### src/rtl/err_sat_cnt.sv
// Saturating error counter: counts inc pulses, holds at all-ones,
// synchronous clear has priority over increment.
module err_sat_cnt #(
  parameter int CNT_WIDTH = 8
) (
  input  logic                 clk,
  input  logic                 rst,
  input  logic                 inc,
  input  logic                 clr,
  output logic [CNT_WIDTH-1:0] count
);

  logic [CNT_WIDTH-1:0] count_q, count_d;

  always_comb begin
    count_d = count_q;
    if (clr) begin
      count_d = '0;
    end else if (inc && (count_q != '1)) begin
      count_d = count_q + 1'b1;
    end
  end

  always_ff @(posedge clk or posedge rst) begin
    if (rst) begin
      count_q <= '0;
    end else begin
      count_q <= count_d;
    end
  end

  assign count = count_q;

endmodule

### config.mk
export PLATFORM = sky130hd
export DESIGN_NAME = err_sat_cnt
export DESIGN_NICKNAME = d
export VERILOG_FILES = /design/src/rtl/err_sat_cnt.sv
export SDC_FILE = /design/constraint.sdc
export NUM_CORES = 1
export LEC_CHECK = 0
export CORE_AREA = 2 2 39 41
export CTS_CLUSTER_SIZE = 10
export DETAILED_ROUTE_END_ITERATION = 7
export DIE_AREA = 0 0 41 43
export PLACE_DENSITY = 0.66
export SYNTH_ARGS = -nofsm -noshare
export SYNTH_HDL_FRONTEND = slang
export SYNTH_SLANG_ARGS = --single-unit
### constraint.sdc
create_clock -name clk -period 2 [get_ports clk]
set_input_delay 0.2 -clock clk [delete_from_list [all_inputs] [get_ports clk]]
set_output_delay 0.2 -clock clk [all_outputs]
set_load 0.02 [all_outputs]
# == Yosys cells after proc, flatten, opt, wreduce, memory -nomap -nowiden ==
# Cells that the tools add are included.
# word_totals
reg_bits,8
inputBits,4
word_cells,7
# op_classes
addsub,1
n_eq_ne,1
mux,2
reduce_logical,2
# ops
cell,count
two-way mux 8 bit,2
"adder 8 x 1 -> 8 bit, second input constant",1
"!= test 8 bit, second input constant",1
nonzero test 2 bit,1
logical AND 1 bit,1

# == Depth between registers and ports, before layout ==
# Gate-level depths: netlist (run 1).
# logic_depth
word_depth,4
mapped_depth,4
mapped_depth_nobuf,4

# == Worst setup path after synthesis (run 1) ==
# No wires, ideal clock.
# synth_path
kind,flip-flop to flip-flop
startpoint,"register count_q[0], in the netlist count[0]"
endpoint,"register count_q[5], in the netlist count[5]"
setup_time_ps,125
arrival_ps,1521
required_time_ps,1875
slack_ps,354
stages_incl_launch_ff,5
synth_period_minus_slack_ps,1646
cell_sequence,dfrtp_1 ha_1 and3_1 a211oi_2 mux2_4
# synth_via
elab_chain_len,3
word_cells_on_any_way,6
cone_classes,add/sub: 1; eq/ne: 1; mux: 2; reduce/logical: 2
# synth_lines
element,line,source
"start, declared",13,"logic [CNT_WIDTH-1:0] count_q, count_d;"
"start signal, assigned",28,count_q <= count_d;
adder 8 x 1 -> 8 bit or != test 8 bit (tied branches),"20, 19",
two-way mux 8 bit or logical AND 1 bit (tied branches),19,end else if (inc && (count_q != '1)) begin
two-way mux 8 bit or nonzero test 2 bit (tied branches),-,
# Several ways; a longest one is shown, not always the timed one. The select of a mux whose other input is x is not followed.
# A chain may end at the register's enable or synchronous reset.

# == Worst setup path in the final report (run 1) ==
# Ends and elaborated chain as after synthesis.

==> impl_results.md, run 1 <==
- Status: finished clean
- Chip height: 43 microns
- Register bit total from synthesis: 8
- Design Area, Final: 642 sq um
- RSZ-0062 raised after global routing: no
- H-tree depth: 1
- Dpl hpwl: 732 microns
- Largest stage delay, worst path: 420 ps
- Congestion Overflow GR: 0
- Minimum clock period: 1630 ps
- Clock network fraction of total power: 35.9%
- PD cells: 516 mW/mm^2
- # port buffers: 11
- Drc violations: 0
- Most common flop cell mapped by yosys: dfrtp_1
- Slew headroom: 77.5%
- Slew Limit Fails: 0
- Most frequent cells after synthesis: 8 x dfrtp_1, 4 x mux2_4, 4 x nand2_1, 4 x nor2_1, 4 x nor2b_1
- Arrival @ worst endpoint: 1770 ps
- Resized cells post-CTS: 0
- Peak VDD IR: 0.239 mV
- Top-count cell post-synth: dfrtp_1
- CTS tree: yes
- Family with the most delay on the worst path: flip-flops
- Synthesized netlist net count: 54
- Synth Instances: 49
- Cell with the largest stage delay on the worst path: dfrtp_1
- Average wire per standard cell: 12.2 microns
- Top achievable clock speed: 0.612 GHz
- Drt first pass iters: 4
- Tot GR Track Use: 13.3%
- Syn. warnings: 0
- Fin Setup TNS: 0 ps
- Buffers & Inverters on Critical Path: 0
- Synth cell types: 25
- DR iter-0 viols: 5
- Antenna violations before repair: 0
- I/O pin count: 12
- Final Power: 331 uW
- Area Growth Syn to Fin: 27.3%
- TritonCTS buffer count: 3
- Max-Cap Viols: 0
- Die width: 41 microns
- Worst R2R Start: count[0]$_DFFE_PP0P_
- Leakage: 0.000286 uW
- Post-CTS setup buffer count: 0
- FP Rows: 14
- Clock buffer depth: 2
- Final ANT Viol Nets: 0
- Sequential share of power: 51.6%
- Max reg flops: 8
- Drt via density: 5.17
- Dominant cells by area after synthesis: dfrtp_1 40%, mux2_4 12%, nor2b_1 5.0%
- P_int: 255 uW
- Clk slew on worst S/H paths: 50 ps
- Cell Area, Synth: 504 sq um
- Crit-path cells: ha_1, and3_1, a211oi_2, mux2_4
- Share of the synthesized area in the top cell type: 39.7%
- Die area: 0.00176 sq mm
- Inserted Diodes: 0
- Tightest Pin Transition: 336 ps
- Worst Clk Skew: 7.14 ps
- Via count: 398
- Crit path kind: reg -> reg
- CP endpoint kind: flip-flop
- Root Buffer: clkbuf_4
- Final Hold Vio Count: 0
- Core Box Area: 0.00138 sq mm
- Worst-path fanout max: 5
- Fillcell total: 133
- Layout net count: 68
- Endpoints failing setup: 0
- Sequential fraction of the synthesis area: 39.7%
- Switching part of the total: 22.9%
- Drt total wl: 942 microns
- Syn_area_per_cell: 10.3 sq um
- Final period utilization: 81.7%
- Vias in the first global route: 381
- RePlAce Congestion: 0.743
- Post-synth EDFFs: 0
- P_sw: 75.9 uW
- Share of cells above drive strength 1: 18.0%
- Post-CTS Hold Buffers: 0
- Cell Area, Placed: 619 sq um
- Synth async-reset ratio: 100%
- First-pass GRT wire length: 1550 microns
- Largest net degree at the start of global routing: 11
- Required @ worst endpoint: 2140 ps
- Crit path launch: count[0]$_DFFE_PP0P_
- Comb power frac: 12.5%
- Startpoint types: flip-flop
- Min-delay worst type: in -> async
- Latest clock arrival within the worst-skew pair: 250 ps
- Clock Sinks: 8
- Synth area leader: dfrtp_1
- Initial Util: 36.4%
[worst register-to-register path: stages (launching register included)]
cell	delay (ps)
dfrtp_1	420
ha_1	270
and3_1	250
a211oi_2	260
mux2_4	320
[layout make-up]
type / count / area, sq um / share of cell area (%)
multi-input cells: 37 / 282 / 43.9
well taps: 16 / 20.0 / 3.12
repair buffers: 11 / 110 / 17.2
inverters: 2 / 7.51 / 1.17
clock buffers: 3 / 22.5 / 3.51
flip-flops and latches: 8 / 200 / 31.2
[worst paths after layout]
path                       cells past startpoint              endpoint  slack, ps
min reg2reg                                    2  count[1]$_DFFE_PP0P_        570
max in group asynchronous                      2  count[2]$_DFFE_PP0P_       1570
max                                            4  count[5]$_DFFE_PP0P_        370
min in group clk                               2  count[1]$_DFFE_PP0P_        570
min                                            2  count[3]$_DFFE_PP0P_        190
max reg2reg                                    4  count[5]$_DFFE_PP0P_        370
[power by group through the flow]
stage / Sequential (uW) / Combinational, uW / Clock [uW]
6_report: 171 / 41.3 / 119
5_1_grt: 172 / 47.3 / 134
4_1_cts: 171 / 42.3 / 126
3_5_place_dp: 174 / 42.2 / 0
3_3_place_gp: 173 / 41.2 / 0
2_1_floorplan: 178 / 19.1 / 0
[metrics by stage]
stage,hold slack [ps],util [%],std cells,setup WS (ps)
after CTS,213,46.4,77,354
after floorplan,15.7,-,49,354
final,192,46.4,77,366
after detailed placement,479,44.8,74,336
after global placement,478,44.8,74,365
after global routing,257,46.4,77,290
[logic make-up after synthesis]
group                      synth area share [%]
adders and majority gates                  2.48
AOI/OAI and AO/OA                          15.6
muxes                                      13.9
buffers and inverters                      4.47
and+or+nand+nor                            23.8
DFF                                        39.7
[cells in the final DEF (no fill, tap or decap)]
cell             instances
nand4_1                  2
and3_1                   1
a21oi_1                  2
inv_1                    2
nor2b_1                  4
and2b_1                  1
nor3_1                   1
dfrtp_1                  8
a21boi_2                 1
a21oi_2                  2
mux2i_1                  1
clkdlybuf4s50_1         11
and4_1                   1
nor2_1                   4
nand2b_1                 1
o21bai_1                 1
clkbuf_4                 3
ha_1                     1
o211a_1                  1
a211oi_2                 1
nand3_1                  2
nand4b_1                 1
mux2_4                   4
o311a_1                  1
nand2_1                  4
[routing by layer]
metal  track usage, %  vias up  wire length (microns)
met2             20.6       11                    482
met5                0        -                      0
met3             8.38        0                     50
met1             14.3      186                    409
li1                 -      201                      -
met4             4.00        0                      0
Note: power is estimated with default switching activity, not from simulation.
==> run 2, diff against run 1 <==
clock period = 1.6 ns   (was 2 ns; I/O delays follow)
==> run 2 against run 1 <==
Against the previous run: non-clock buffer count up 3; die area unchanged; setup slack worse by 310 ps; hold slack worse by 29 ps; first-iteration DRC count up 80%; register-to-register slack worse by 310 ps; routed wire length up 14%; largest cell class unchanged.
==> impl_results.md, run 2 (synthesized netlist as in run 1, its figures left out) <==
- Drt total wl: 1070 microns
- Endpoints failing setup: 0
- Flop-to-flop setup slack: 50 ps
- Drt via density: 5.41
- Area Growth Syn to Fin: 32.8%
- DR iter-0 viols: 9
- Worst R2R Start: count[0]$_DFFE_PP0P_
- Sequential share of power: 50.6%
- Drc violations: 0
- Min-delay worst type: in -> async
- Post-CTS setup buffer count: 0
- Root Buffer: clkbuf_4
- Crit path kind: reg -> reg
- Dpl hpwl: 805 microns
- Clock Sinks: 8
- Layout net count: 71
- Minimum clock period: 1550 ps
- Initial Util: 36.4%
- Clk slew on worst S/H paths: 50 ps
- Comb power frac: 14.1%
- Final period utilization: 96.6%
- Largest stage delay, worst path: 430 ps
- Final Power: 422 uW
- Die width: 41 microns
- Average wire per standard cell: 13.4 microns
- P_int: 324 uW
- Drt first pass iters: 2
- Max-Cap Viols: 0
- Clock network fraction of total power: 35.3%
- Max reg flops: 8
- Final ANT Viol Nets: 0
- Vias in the first global route: 405
- I/O pin count: 12
- RR Endpoint: count[0]$_DFFE_PP0P_
- Crit path to: count[0]$_DFFE_PP0P_
- Largest net degree at the start of global routing: 11
- H-tree depth: 1
- Antenna violations before repair: 0
- CP endpoint kind: flip-flop
- Commonest non-fill, non-tap cell in the layout: clkdlybuf4s50_1
- First-pass GRT wire length: 1770 microns
- Fin Setup TNS: 0 ps
- Share of cells above drive strength 1: 26.6%
- Chip height: 43 microns
- CTS tree: yes
- Switching part of the total: 23.2%
- FP Rows: 14
- Slew headroom: 74.8%
- Crit-path cells: ha_2, and3_1, a21boi_2, mux2_4
- Worst-path fanout max: 5
- Required @ worst endpoint: 1740 ps
- Cell count of the worst reg-to-reg path: 4
- Inserted Diodes: 0
- Tightest Pin Transition: 377 ps
- RSZ-0062 raised after global routing: no
- Slew Limit Fails: 0
- Status: finished clean
- PD cells: 631 mW/mm^2
- TritonCTS buffer count: 3
- Crit path launch: count[0]$_DFFE_PP0P_
- Clock buffer depth: 2
- Most frequent cells in the layout: 11 x clkdlybuf4s50_1, 6 x dfrtp_1
- Congestion Overflow GR: 0
- Peak VDD IR: 0.340 mV
- Final cell count without fillers: 80
- Final Hold Vio Count: 0
- Tot GR Track Use: 15.0%
- Die area: 0.00176 sq mm
- Worst Clk Skew: 5.42 ps
- Latest clock arrival within the worst-skew pair: 250 ps
- Startpoint types: flip-flop
- Placed insts: 77
- P_sw: 97.9 uW
- Via count: 433
- Cell with the largest stage delay on the worst path: dfrtp_2
- Core Box Area: 0.00138 sq mm
- # port buffers: 11
- Leakage: 0.000296 uW
- Top achievable clock speed: 0.647 GHz
- RePlAce Congestion: 0.713
- Arrival @ worst endpoint: 1680 ps
## run 2: cell count changes in the layout (fill, tap and decap cells not counted), sizes merged
cell / delta
buf: +3
## run 2: layout make-up
| cell class | count | area [sq um] |
|---|---|---|
| fill | 138 | 714 |
| timing repair buffer | 14 | 133 |
| multi-input combinational | 37 | 284 |
| sequential | 8 | 203 |
| tap | 16 | 20.0 |
| clock buffer | 3 | 22.5 |
| inverter | 2 | 7.51 |
## run 2: routing by layer
metal | vias to the layer above | GRT usage, % | share of wire [%]
met2 | 8 | 22.8 | 51
met1 | 216 | 18.0 | 44
met4 | 0 | 6.00 | 1.0
met5 | - | 0 | 0
li1 | 207 | - | -
met3 | 2 | 6.28 | 3.9
## run 2: repair_timing
item | 4_1_cts | 5_1_grt
endpoints found under the setup margin | 0 | 1
resized for setup | 0 | 0
hold buffers | 0 | 0
## run 2: power groups by stage
stage / Clock (uW) / Sequential [uW] / Combinational (uW)
3_3_place_gp: 0 / 217 / 59.4
5_1_grt: 171 / 214 / 63.7
4_1_cts: 158 / 213 / 60.2
6_report: 149 / 214 / 59.5
3_5_place_dp: 0 / 217 / 59.8
2_1_floorplan: 0 / 223 / 24.2
## run 2: worst min path at each step
stage | to | cells after the start | slack [ps] | startpoint
6_report | count[5]$_DFFE_PP0P_ | 2 | 160 | rst
2_1_floorplan | count[2]$_DFFE_PP0P_ | 1 | -20 | rst
4_1_cts | count[3]$_DFFE_PP0P_ | 2 | 170 | rst
3_5_place_dp | count[3]$_DFFE_PP0P_ | 2 | 440 | rst
5_1_grt | count[5]$_DFFE_PP0P_ | 2 | 190 | rst
3_3_place_gp | count[3]$_DFFE_PP0P_ | 2 | 440 | rst
## run 2: per-stage QoR
step | instance area, sq um | utilization (%) | worst slack [ps] | hold WS, ps
global placement | 647 | 46.7 | 35.2 | 441
global route | 669 | 48.4 | 16.2 | 195
CTS | 669 | 48.4 | 37.3 | 173
detailed placement | 647 | 46.7 | 42.1 | 441
floorplan | 509 | - | 29.6 | -24.5
finish | 669 | 48.4 | 55.0 | 163
## run 2: worst max-delay path: cells and delay by family (launching register included)
| kind | cells | cell delay (ps) |
|---|---|---|
| compound gates | 1 | 230 |
| fa+ha+maj | 1 | 220 |
| simple gates | 1 | 240 |
| mux | 1 | 310 |
| flops | 1 | 430 |
